===== src/rtl/conv_window_product_gen.sv =====
// conv_window_product_gen: raster pixel stream in, 5x5 sliding window out as
// 25 registered pixel x weight products with a single-cycle valid strobe.
// Feeds a pipelined adder tree that cannot stall, so there is no output
// backpressure: every completed window is issued exactly once.
module conv_window_product_gen #(
  parameter int pic_bits         = 2,
  parameter int weight_bits      = 3,
  parameter int kernel_size      = 5,
  parameter int kernel_number    = 1,
  parameter int channel          = 1,
  parameter int conv_result_bits = $clog2(kernel_size*kernel_size*kernel_number*channel)
                                   + weight_bits + 1,
  parameter int IMG_W            = 28,
  parameter int IMG_H            = 28
) (
  input  logic                        clk,
  input  logic                        rst_n,
  input  logic                        start,
  input  logic                        w_we,
  input  logic [4:0]                  w_addr,
  input  logic [weight_bits-1:0]      w_data,
  input  logic                        pix_valid,
  input  logic [pic_bits-1:0]         pix_data,
  output logic                        pix_ready,
  output logic [conv_result_bits-1:0] products [24:0],
  output logic                        prod_valid,
  output logic [$clog2(IMG_H)-1:0]    out_row,
  output logic [$clog2(IMG_W)-1:0]    out_col,
  output logic                        busy,
  output logic                        frame_done
);

  localparam int NTAPS = kernel_size * kernel_size;
  localparam int RW    = $clog2(IMG_H);
  localparam int CW    = $clog2(IMG_W);
  localparam int CRB   = conv_result_bits;

  localparam logic [RW-1:0] ROW_LAST = RW'(IMG_H - 1);
  localparam logic [CW-1:0] COL_LAST = CW'(IMG_W - 1);
  localparam logic [RW-1:0] ROW_EDGE = RW'(kernel_size - 1);
  localparam logic [CW-1:0] COL_EDGE = CW'(kernel_size - 1);
  localparam logic [4:0]    W_COUNT  = 5'(NTAPS);

  typedef enum logic [1:0] {IDLE, STREAM, DONE} state_t;

  state_t                  state_q;
  logic [RW-1:0]           row_q;
  logic [CW-1:0]           col_q;
  logic [weight_bits-1:0]  weight_q [NTAPS];
  logic [pic_bits-1:0]     win_q    [kernel_size][kernel_size];
  logic [pic_bits-1:0]     win_d    [kernel_size][kernel_size];
  logic [pic_bits-1:0]     lb_q     [kernel_size-1][IMG_W];
  logic [CRB-1:0]          prod_q   [24:0];
  logic [CRB-1:0]          prod_d   [24:0];
  logic                    prod_valid_q;
  logic [RW-1:0]           out_row_q;
  logic [CW-1:0]           out_col_q;

  logic accept;
  logic win_fire;

  assign accept   = (state_q == STREAM) && pix_valid;
  assign win_fire = accept && (row_q >= ROW_EDGE) && (col_q >= COL_EDGE);

  // Signed weight times unsigned pixel, both widened to the product width.
  function automatic logic [CRB-1:0] mul(input logic [weight_bits-1:0] w,
                                         input logic [pic_bits-1:0]    p);
    logic signed [CRB-1:0] w_ext;
    logic signed [CRB-1:0] p_ext;
    w_ext = {{(CRB-weight_bits){w[weight_bits-1]}}, w};
    p_ext = {{(CRB-pic_bits){1'b0}}, p};
    return w_ext * p_ext;
  endfunction

  // Frame FSM and raster position counters.
  always_ff @(posedge clk) begin
    if (!rst_n) begin
      state_q <= IDLE;
      row_q   <= '0;
      col_q   <= '0;
    end else begin
      case (state_q)
        IDLE: begin
          if (start) begin
            state_q <= STREAM;
            row_q   <= '0;
            col_q   <= '0;
          end
        end
        STREAM: begin
          if (pix_valid) begin
            if (row_q == ROW_LAST && col_q == COL_LAST) state_q <= DONE;
            if (col_q == COL_LAST) begin
              col_q <= '0;
              row_q <= row_q + RW'(1);
            end else begin
              col_q <= col_q + CW'(1);
            end
          end
        end
        DONE:    state_q <= IDLE;
        default: state_q <= IDLE;
      endcase
    end
  end

  // Weight store: writable only between frames, out-of-range indices dropped.
  always_ff @(posedge clk) begin
    if (!rst_n) begin
      for (int k = 0; k < NTAPS; k++) weight_q[k] <= '0;
    end else if (state_q == IDLE && w_we && w_addr < W_COUNT) begin
      weight_q[w_addr] <= w_data;
    end
  end

  // Next window: shift left, new right column = line buffers then live pixel.
  // NOTE: every variable written here gets a value on every path, so no latch.
  always_comb begin
    for (int i = 0; i < kernel_size; i++) begin
      for (int j = 0; j < kernel_size - 1; j++) win_d[i][j] = win_q[i][j+1];
      win_d[i][kernel_size-1] = (i < kernel_size - 1) ? lb_q[i][col_q] : pix_data;
    end
  end

  // Products of the next window against the weights, tap k = i*5+j.
  always_comb begin
    for (int k = 0; k < NTAPS; k++) begin
      prod_d[k] = mul(weight_q[k], win_d[k / kernel_size][k % kernel_size]);
    end
  end

  // Window, line buffers and registered product outputs.
  // NOTE: line buffers are reset explicitly because reset must clear them;
  // this rules out mapping them to reset-less RAM macros.
  always_ff @(posedge clk) begin
    if (!rst_n) begin
      prod_valid_q <= 1'b0;
      out_row_q    <= '0;
      out_col_q    <= '0;
      for (int k = 0; k < NTAPS; k++) prod_q[k] <= '0;
      for (int i = 0; i < kernel_size; i++)
        for (int j = 0; j < kernel_size; j++) win_q[i][j] <= '0;
      for (int m = 0; m < kernel_size - 1; m++)
        for (int x = 0; x < IMG_W; x++) lb_q[m][x] <= '0;
    end else begin
      prod_valid_q <= win_fire;
      if (accept) begin
        win_q <= win_d;
        for (int m = 0; m < kernel_size - 2; m++) lb_q[m][col_q] <= lb_q[m+1][col_q];
        lb_q[kernel_size-2][col_q] <= pix_data;
      end
      if (win_fire) begin
        prod_q    <= prod_d;
        out_row_q <= row_q - ROW_EDGE;
        out_col_q <= col_q - COL_EDGE;
      end
    end
  end

  assign pix_ready  = (state_q == STREAM);
  assign busy       = (state_q == STREAM);
  assign frame_done = (state_q == DONE);
  assign prod_valid = prod_valid_q;
  assign out_row    = out_row_q;
  assign out_col    = out_col_q;
  assign products   = prod_q;

endmodule


===== config.mk =====
export PLATFORM = sky130hd
export DESIGN_NAME = conv_window_product_gen
export DESIGN_NICKNAME = d
export VERILOG_FILES = /design/src/rtl/conv_window_product_gen.sv
export SDC_FILE = /design/constraint.sdc
export NUM_CORES = 1
export LEC_CHECK = 0
export ABC_CLOCK_PERIOD_IN_PS = 4700
export CORE_MARGIN = 2
export CORE_UTILIZATION = 40
export DETAILED_ROUTE_END_ITERATION = 10
export PLACE_DENSITY = 0.55
export SLEW_MARGIN = 20
export SYNTH_ARGS = -nofsm -noshare
export SYNTH_HDL_FRONTEND = slang
export SYNTH_SLANG_ARGS = --single-unit

===== constraint.sdc =====
create_clock -name clk -period 4.7 [get_ports clk]
set_clock_uncertainty 0.2 [all_clocks]
set_input_delay 0.94 -clock clk [delete_from_list [all_inputs] [get_ports clk]]
set_output_delay 0.94 -clock clk [all_outputs]
set_load 0.02 [all_outputs]

==> metrics list, run 1 <==
* Critical path data required time: 5030 ps
- VDD sags by at most about 270 uV.
- Once the clock tree was built, the setup fixing pass inserted 0 buffers.
* Sequential cell area: about 0.012 mm^2
* CP Launch Point: col_q[1]
- Slew Limit Headroom: about a quarter
- Diodes inserted: 0
* Data arrival time of the critical path: around 4400 ps
- Clock transition at the register clock pins on the worst setup and hold paths after CTS: approximately 60 ps
- Class of the worst hold path: reg -> reg
* Post-CTS Resized: 0
- Endpoint of the lowest-slack register-to-register path: products[40]
- In this run, distinct cell masters in the synthesized netlist total between 50 and 60.
- Floorplan die height: between 200 and 300 um
- Initial core utilization: 40.58%
- Clock tree synthesis selected as its root buffer the cell clkbuf_16.
- In this run the worst setup path terminates at products[40].
* Total global-route track usage: roughly 22%
* Run status: finished clean
- For this block, the initial DRC count from the detailed router was around 1500.
* First-pass GRT wire length: between 100000 and 150000 um
* Maximum number of pins on one net before global-route repair: 127
- Commonest cells after routing, fill and taps aside: nand2_1 (606), dfxtp_1 (321), a21oi_1 (317)
* Most common cell after layout, fill and taps aside: nand2_1
- Unrepaired setup endpoints after global routing: false
- The total area inside the core boundary comes to a little over 0.06 mm^2.
- Once detail routing completed, the nets flagged for antenna violations numbered 0.
- Overall via count from detail_route: 19512
- The count of final hold-check violations is 0.
- Area of the multi-input gates: between 0.01 and 0.015 mm^2
- Sw frac: about a quarter
- After detailed routing, the total wire length is a little over 70000 um.
* Max-capacitance violation count: 0
- Clock tree from TritonCTS: done
* Static Leakage: around 12 nW
- Final-report setup violation count: 0
- Max Transition Viols Final: 0
- Cell internal power was estimated by the tool at between 0.007 and 0.008 W.
* P&R area growth vs syn: 19.07%
- The most used flip-flop cell after synthesis is dfxtp_1.
- Horizontal die dimension: 254.7 um
- Worst reg2reg startpoint: col_q[1]
* Setup slack on the worst flop-to-flop path: around 670 ps
* Weighted congestion at the end of routability-driven global placement: approximately 0.93
* Placed wire-length estimate: just over 50000 um
- Vias per cell: 5.330
- For the worst-skew pair, the clock arrives at the later sink with an insertion delay of roughly 620 ps.
- In this run the cell area of the synthesized design comes to between 0.02 and 0.03 mm^2.
- Port bufs: between 200 and 300
- Counting every instance in the synthesized netlist gives 2649.
- Filler cell count in the final layout: 5752
- Switching power of the nets: between 0.002 and 0.0025 W
- Syn avg cell area: 9.490 um^2
* Highest Clock Rate: approximately 250 MHz
- Most utilized layer in the global route result: met2
* Global-route track usage on met2: about two fifths
- Number of buffers inserted by hold repair at cts: 0
- Die Footprint: ~0.065 mm^2
- Counting along the longest clock path gives a buffer depth of 3.
- Of all nets on the critical path, the largest fanout is between 50 and 60.
- Number of synthesized register bits: 512
* Total negative slack: 0 ps
- Share of synthesized registers carrying an async set or reset: 0%
* M3 GR Usage: 3.919%
* Type of the worst setup path: reg -> reg
- I/O pin total: approximately 250
* Register area share after synthesis: 48.30%
- Sequential share of power: 47.5%
* Number of detailed-routing iterations run before antenna repair: 5
* Fin crit period: 4029 ps
- GR Util met1: between 20 and 30%
- After layout, the worst path uses between 80% and 90% of the clock period.
* Power per cell area: 333.3 mW/mm^2
- CTS built an H-tree with a depth of 2.
* Clk sinks: ~500
- Tot Pwr: around 0.01 W
* Worst Min Path Start: products[67]
* Yosys Warn Count: 0
- After floorplanning, the core was divided into 91 placement rows.
- Setup WS post-layout: ~670 ps
- The number of global-route vias before repair came to approximately 19000.
- TritonCTS created between 50 and 60 clock buffers.
- Count of unresolved DRC violations after routing: 0
* Total number of nets in the final design: around 3000
* Slew at the pin with the worst max-slew slack: 1147 ps
- The number of antenna violations at the first check in global routing is 1.
* Logic gate share of total power: roughly 5.6%
* Setup WS pre-CTS: 680.4 ps
- The worst setup path is launched from a register.
- In this run, synthesis inferred roughly 190 flip-flops with an integrated enable.
- Remaining Overflow, GRT: 0
- Average routed wire per standard cell: 19.84 um
* Clock power frac: a little under half
- In the final layout, the share of cells above drive strength 1 is approximately 6.9%.
- Counting every net in the synthesized netlist gives about 2900.
- Kind of end point of the critical path: register
- Measured in cells, the most critical reg-to-reg path has a length of 13.
-- flip-flops by register name, indices dropped and copies added, names as in the netlist, 5 cells and up --
name and cells:
products 150, win_d 40, row_q 5, weight_q 75, out_col 5, out_row 5, col_q 5, lb_q 224
-- through the flow --
stage,instances,utilization (%),cell area [um^2],hold slack (ps)
floorplan,2649,-,25140,231.5
global placement,3552,45.15,27970,240.1
detailed placement,3552,45.15,27970,244.9
CTS,3661,48.33,29940,254.6
global route,3661,48.33,29930,267.8
finish,3661,48.33,29930,251.8
-- synth_stat cells, types with 3 or more instances --
| master | count | area, um^2 |
|---|---|---|
| nand2_1 | 607 | 2278 |
| dfxtp_1 | 323 | 6466 |
| a21oi_1 | 318 | 1592 |
| edfxtp_1 | 189 | 5675 |
| ha_1 | 164 | 2052 |
| nor2_1 | 142 | 533.0 |
| clkbuf_1 | 115 | 431.7 |
| and3_1 | 80 | 500.5 |
| buf_4 | 78 | 585.6 |
| and2_1 | 75 | 469.2 |
| nand3_1 | 70 | 350.3 |
| o21ai_0 | 65 | 325.3 |
| inv_1 | 57 | 214.0 |
| mux2i_1 | 53 | 530.5 |
| buf_2 | 41 | 205.2 |
| xnor2_1 | 32 | 280.3 |
| a311oi_1 | 28 | 245.2 |
| fa_1 | 25 | 500.5 |
| nor2b_1 | 23 | 143.9 |
| mux4_2 | 22 | 495.5 |
| a22oi_1 | 21 | 157.7 |
| a211oi_1 | 15 | 112.6 |
| nand2b_1 | 13 | 81.33 |
| mux4_1 | 9 | 236.5 |
| nor3_1 | 9 | 45.04 |
| nor3b_1 | 7 | 52.55 |
| and3b_1 | 6 | 52.55 |
| mux2_2 | 5 | 56.30 |
| o22ai_1 | 5 | 31.28 |
| and4_1 | 4 | 35.03 |
| o21ba_2 | 4 | 40.04 |
| a32o_1 | 3 | 30.03 |
| buf_1 | 3 | 11.26 |
| nand4_1 | 3 | 18.77 |
-- how the worst min path moves through the flow --
stage                         end  slack [ps]  depth (start not counted)
floorplan             lb_q[3][20]         230                          2
global placement      lb_q[3][31]         240                          2
detailed placement  products[220]         240                          2
CTS                   lb_q[3][47]         250                          2
global route         products[67]         270                          2
finish               products[67]         250                          2
-- worst max-delay path, stage by stage, from the launching register on --
cell	delay [ps]
dfxtp_4	930
buf_4	350
buf_4	170
mux2i_1	200
a22oi_1	100
nand3_1	150
nand3_1	280
and2_1	300
ha_1	280
ha_1	170
inv_1	60
fa_1	370
xnor2_1	130
a211oi_1	210
-- cell type report --
class,count,area share [%]
flip-flops and latches,512,40.58
multi-input cells,1837,38.58
repair buffers,306,9.974
clock buffers,74,5.325
well taps,837,3.499
clock inverters,35,1.262
inverters,60,0.7775
-- power groups by stage --
| stage | Sequential, W | Clock [W] | Combinational, W |
|---|---|---|---|
| floorplan | 0.00478 | 0 | 0.000395 |
| global placement | 0.00483 | 0 | 0.000548 |
| detailed placement | 0.00483 | 0 | 0.000562 |
| CTS | 0.00474 | 0.00477 | 0.000564 |
| global route | 0.00474 | 0.00494 | 0.000613 |
| finish | 0.00474 | 0.00467 | 0.000563 |
-- per-layer routing --
| metal | up-vias | part of all wire [%] |
|---|---|---|
| li1 | 9314 | - |
| met1 | 9523 | 41 |
| met2 | 552 | 50 |
| met3 | 121 | 6.0 |
| met4 | 2 | 2.8 |
| met5 | - | 0.014 |
-- cells by family (layout without fill, tap and decap cells) --
group	count (synthesis)	count (layout)	share of synthesized area (%)
simple gates	1047	1047	18.40
flops	512	512	48.30
xor+xnor	34	34	1.185
compound gates	478	478	10.74
fa+ha+maj	189	189	10.15
mux	89	89	5.246
buf+inv	300	475	5.973
Note: power is estimated with default switching activity, not from simulation.
==> run 2: changes to the inputs <==
Settings changed: GPL_TIMING_DRIVEN set to 0.
==> run 2 against run 1 <==
Die area unchanged; cell count increased by 5.3%; critical path depth increased by 1; worst setup slack got worse by 600 ps; global-route usage increased by 4.9 points; first-iteration DRC count increased by 16%; non-clock buffer count increased by 193; sequential power about the same; wire length increased by 23%; clock power decreased by 2%; maximum frequency decreased by 13%; largest cell class unchanged.
==> metrics list, run 2 (same netlist as run 1, synthesis figures left out) <==
- The first global-routing pass estimated roughly 130000 um of wire.
- Maximum cell stage delay along the critical path: 590 ps
- Average routed wire per standard cell: between 20 and 25 um
- Static Leakage: ~12 nW
* VDD IR-drop max: 315.2 uV
- STA classifies the critical path startpoint as a register.
- Commonest cells after routing, fill and taps aside: nand2_1 (607), dfxtp_1 (322), a21oi_1 (318)
- Number of buffers inserted by hold repair at cts: 0
- Once detail routing completed, the nets flagged for antenna violations numbered 0.
* Number of buffers created by CTS: 58
- Clock-pin slew was measured on the worst setup and hold paths at roughly 60 ps.
* Cell count of the worst reg-to-reg path: 14
- The critical path in this run is classified as reg -> reg.
* Total global-route track usage: roughly 27%
- After layout, the worst path uses 98.38% of the clock period.
- The number of antenna violations at the first check in global routing is 1.
- Max-capacitance violation count: 0
* Diodes inserted: 0
* Number of detailed-routing iterations run before antenna repair: 5
- Worst Min Path Start: products[64]
- In this design, the critical path's most frequently occurring cell is buf_4.
- Delay-heaviest family, CP: buffers and inverters
* Clock Tree Buf Depth: 3
- The flow ran to the end, and the final reports show no timing, DRC or antenna violations.
* Hold Crit Endpoint: products[64]
- In this run the power spent charging and discharging nets is about 0.0024 W.
* Weighted congestion at the end of routability-driven global placement: approximately 0.89
* Clk sinks: 512
* Count of unresolved DRC violations after routing: 0
- Sequential share of power: between 40% and 50%
- The library cell used most frequently in the layout, excluding fill and tap cells, is nand2_1.
* Largest reg by FF count: lb_q
* Port bufs: around 250
- The tree is rooted in a clkbuf_16.
* Total number of nets in the final design: around 3200
- For the pin with the worst max-slew slack, the measured transition is about 1300 ps.
- Logic gate share of total power: under 10%
- Fin crit period: 4624 ps
- Together, buffers and inverters on the worst path number 8.
* Power per cell area: approximately 330 mW/mm^2
- Data on the critical path is required at its endpoint by 4860 ps.
- The tightest min-delay check is of the reg -> reg type.
- Worst reg2reg startpoint: col_q[1]
- Remaining Overflow, GRT: 0
* Initial core utilization: about two fifths
* Clock power frac: a little under half
* Hold slack final: around 250 ps
- Kind of end point of the critical path: register
- Critical Path, Cell by Cell: buf_4 > buf_4 > buf_4 > buf_4 > inv_1 > ha_1 > clkbuf_1 > o21ba_2 > o22ai_1 > a22oi_1 > a211oi_4 > nor3b_2 > buf_6 > buf_4
- The largest individual stage delay along the critical path comes from the cell a211oi_4.
- Horizontal die dimension: around 250 um
* Cells on Worst Hold Path: 2
- Largest fanout of any net on the critical path: 15
* Flip-flop count of the largest register after layout: around 220
- Number of H-tree levels: 2
- After floorplanning, the core was sized to cover roughly 0.062 mm^2.
- For this design the top-level I/O count stands at around 250.
- Final Hold Violating Endpoints: 0
- TritonCTS built the clock tree.
- In this run switching power makes up approximately a quarter of total power.
* Placed wire-length estimate: between 60000 and 70000 um
- The worst register-to-register path ends at lb_q[1][47].
- Detailed Route Iter0 Violations: 1778
- Die Footprint: roughly 0.065 mm^2
* P&R area growth vs syn: 22.38%
* Max Transition Viols Final: 0
* Highest Clock Rate: approximately 220 MHz
* Overall via count from detail_route: ~21000
* Floorplan die height: between 200 and 300 um
- The number of global-route vias before repair was around 21000.
* Vias per cell: ~5.4
* Setup slack on the worst flop-to-flop path: 80 ps
- Data arrival time of the critical path: 4780 ps
* Final-report setup violation count: 0
- Total negative slack: 0 ps
- The floorplan has 91 rows.
- Cell internal power was estimated by the tool at between 0.007 and 0.008 W.
* Fraction of layout instances using a drive strength above 1: 8.781%
* Clock latency reported for the late side of the worst-skew pair: approximately 620 ps
- In this run the tightest slew margin relative to its limit is between 15 and 20%.
- Tot Pwr: about 0.010 W
- The routed design has slightly below 90000 um of wire.
- Unrepaired setup endpoints after global routing: false
* Maximum number of pins on one net before global-route repair: 16
[run 2: changes by cell type in the layout (fill, tap and decap cells not counted), moves of 5 or more]
cell,previous run,this run
clkbuf_1,10,133
buf_4,49,86
buf_2,1,36
clkbuf_8,4,12
clkinv_1,9,1
bufinv_16,7,2
[run 2: per-stage QoR]
stage	util [%]	setup WS (ps)	std cells	instance area, um^2
after floorplan	-	703.6	2649	25140
after global placement	46.36	-2122	3739	28720
after detailed placement	46.46	-476.9	3743	28780
after CTS	49.64	91.03	3855	30750
after global routing	49.67	35.47	3855	30760
final	49.67	76.25	3855	30760
[run 2: per-layer routing]
metal  track usage (%)  up-vias  routed length [um]
li1                  -     9720                   -
met1             33.43    10105               36380
met2             47.82      716               44070
met3             3.786      180                5224
met4             10.66        0                3344
met5                 0        -                   0
[run 2: how the worst max path moves through the flow]
stage / endpoint / start / depth (start not counted) / slack (ps)
5_1_grt: products[130] / col_q[1] / 15 / 40
6_report: lb_q[1][47] / col_q[1] / 14 / 80
3_5_place_dp: products[40] / col_q[1] / 13 / -480
4_1_cts: products[130] / col_q[0] / 14 / 90
3_3_place_gp: lb_q[1][38] / col_q[1] / 12 / -2120
2_1_floorplan: lb_q[1][0] / col_q[1] / 12 / 700
[run 2: power groups by stage]
stage	Clock (W)	Combinational [W]	Sequential (W)
after floorplan	0	0.000395	0.00478
after global placement	0	0.000669	0.00481
after detailed placement	0	0.000683	0.00481
after CTS	0.00464	0.000693	0.00471
after global routing	0.00481	0.000739	0.00472
final	0.00459	0.000702	0.00471
[run 2: worst min-delay path, cell delays in order (launching register included)]
cell,delay [ps]
dfxtp_1,300
nand2_1,50
a21oi_1,50
[run 2: area by class of cell]
cell class | count | area [um^2]
multi-input cells | 1837 | 11550
inverters | 60 | 225.2
repair buffers | 259 | 2585
plain buffers | 240 | 1291
flip-flops and latches | 512 | 12140
clock buffers | 97 | 1809
fillers | 5815 | 31180
well taps | 837 | 1047
clock inverters | 13 | 115.1
[run 2: repair_timing]
action	4_1_cts	5_1_grt
gates resized for setup	9	6
setup endpoints to repair	157	7
pin swaps	1	0
buffers inserted	2	0
==> run 3: changes to the inputs <==
Settings changed: SETUP_SLACK_MARGIN set to 0.1.
==> run 3 against run 2 <==
Sequential share of layout area about the same; sequential cell count stayed put; cell count unchanged; design area about the same; non-clock buffer count is the same; largest cell class unchanged; largest power group unchanged.
==> metrics list, run 3 (same netlist as run 1, synthesis figures left out) <==
- The worst-case IR drop observed on VDD is ~320 uV.
- Kind of end point of the critical path: register
- Power spread over the standard cell area amounts to 325.0 mW/mm^2.
- about 250 I/O pins were placed.
- In the final timing run, aggregate negative setup slack is 0 ps.
* Clock Tree Buf Depth: 3
- In this run the tool buffered the top-level ports with roughly 250 buffer cells.
* Number of H-tree levels: 2
- Counting cells, the worst reg-to-reg path comes to 14.
- Maximum number of pins on one net before global-route repair: 16
- Clock tree synthesis inserted a total of between 50 and 60 buffers.
- The flow ran to the end, and the final reports show no timing, DRC or antenna violations.
- Internal power comes to 0.007587 W.
* Core Util, Final: between 40% and 50%
* Critical path data required time: slightly below 5000 ps
- Setup WS pre-CTS: -476.9 ps
- Leaving out fill and tap cells, the most frequent cell in the layout is nand2_1.
- Std cell rows: 91
* Data arrival time of the critical path: 4760 ps
- Diodes inserted: 0
- The floorplan step set the die width to roughly 250 um.
* Fraction of layout instances using a drive strength above 1: between 8 and 9%
- Summed over all nets, the switching power comes to around 0.0024 W.
- The first global-routing pass estimated between 100000 and 150000 um of wire.
- Clock-pin slew was measured on the worst setup and hold paths at around 60 ps.
* Die Footprint: about 0.065 mm^2
- Of the total power, registers draw ~47%.
* Placed wire-length estimate: 66560 um
- The congestion estimate from routability-driven global placement came to slightly below 0.9.
- M3 GR Usage: approximately 3.8%
- Detailed Route Iter0 Violations: ~1800
- For this run, the top clock speed supported by timing is between 200 and 250 MHz.
* Static Leakage: ~12 nW
- The floorplan step set the die height to approximately 250 um.
- Max-capacitance violation count: 0
* Cells on Worst Hold Path: 2
- Setup WS post-layout: 101.2 ps
- Logic gate share of total power: about 7.0%
- Tot Pwr: roughly 0.01 W
- GR Util met1: 33.38%
- The worst register-to-register path has a setup slack of roughly 100 ps.
- The register with the most flip-flops in the final layout is lb_q.
* Final-report setup violation count: 0
- The number of antenna violations at the first check in global routing was 1.
* Fin crit period: between 4000 and 5000 ps
- Initial core utilization: 40.58%
* Global-route track usage on met2: between 40 and 50%
* Final Hold Violating Endpoints: 0
* Largest fanout of any net on the critical path: 15
- Commonest cells after routing, fill and taps aside: nand2_1 (607), dfxtp_1 (322), a21oi_1 (317)
- Unrepaired setup endpoints after global routing: true
* Slew at the pin with the worst max-slew slack: roughly 1200 ps
- In the routed layout, each cell is associated on average with a via count of around 5.4.
* Core area: 0.06194 mm^2
- Most utilized layer in the global route result: met2
- The worst pin sits at a relative slew slack of 19.10%.
- After detailed routing, the average wire length per cell comes to ~23 um.
* Buffer type at the clock tree root: clkbuf_16
- Clock tree from TritonCTS: done
* Total wirelength of the detailed-routed design: roughly 90000 um
* Number of detailed-routing iterations run before antenna repair: 5
- Total number of nets in the final design: about 3200
* Final Non-Filler Cells: 3855
- Clock latency reported for the late side of the worst-skew pair: 620 ps
- Overall via count from detail_route: 20712
- Placed instance count: 3743
- Remaining Overflow, GRT: 0
* Flip-flop count of the largest register after layout: between 200 and 250
* Total global-route track usage: 27.14%
- Sw frac: 24.13%
- Type of the worst setup path: reg -> reg
- STA classifies the critical path startpoint as a register.
* DRT antenna net count: 0
- The number of max-slew violations in the final report is 0.
* P&R area growth vs syn: 22.39%
- Clock power frac: between 40% and 50%
* Period Utilization, post-route: a little over nine tenths
- Clk sinks: just over 500
- Vias in the first global route: around 21000
- Number of buffers inserted by hold repair at cts: 0
- Count of unresolved DRC violations after routing: 0
- Class of the worst hold path: reg -> reg
run 3: critical path, cell delays in order, from the launching register on:
cell and delay [ps]:
dfxtp_2 440, buf_4 290, buf_4 280, buf_4 320, buf_4 330, inv_1 150
ha_1 210, clkbuf_1 380, o21ba_2 340, o22ai_1 140, a22oi_1 170, a211oi_4 570
nor3b_2 110, buf_6 180, buf_4 190
run 3: final timing paths:
| path | startpoint | to |
|---|---|---|
| max reg2reg | col_q[1] | lb_q[1][47] |
| min | products[64] | products[64] |
| min reg2reg | products[64] | products[64] |
| max | col_q[1] | lb_q[1][47] |
run 3: timing repair:
item | CTS | global route
gates resized for setup | 10 | 4
gates cloned | 0 | 0
buffers inserted | 2 | 0
pin swaps | 1 | 0
endpoints found under the setup margin | 181 | 6
run 3: per-layer routing:
metal | part of all wire, % | routed length [um]
met1 | 41 | 36190
met2 | 49 | 43950
met3 | 5.9 | 5292
met4 | 4.0 | 3539
met5 | 0 | 0
run 3: area by class of cell:
cell class                 count  area (um^2)
clock inverter                13        115.1
inverter                      60        225.2
tap                          837         1047
clock buffer                  97         1809
sequential                   512        12140
fill                        5818        31170
buffer                       240         1291
timing repair buffer         259         2585
multi-input combinational   1837        11550
run 3: through the flow:
| stage | area [um^2] | hold slack (ps) |
|---|---|---|
| 3_3_place_gp | 28720 | 241.2 |
| 4_1_cts | 30750 | 252.6 |
| 6_report | 30770 | 249.5 |
| 5_1_grt | 30770 | 271.6 |
| 3_5_place_dp | 28780 | 245.0 |
| 2_1_floorplan | 25140 | 231.5 |
run 3: power by group through the flow:
stage	clock (W)	sequential, W	combinational [W]
5_1_grt	0.00481	0.00472	0.000740
3_3_place_gp	0	0.00481	0.000669
4_1_cts	0.00464	0.00471	0.000693
6_report	0.00458	0.00471	0.000702
3_5_place_dp	0	0.00481	0.000683
2_1_floorplan	0	0.00478	0.000395
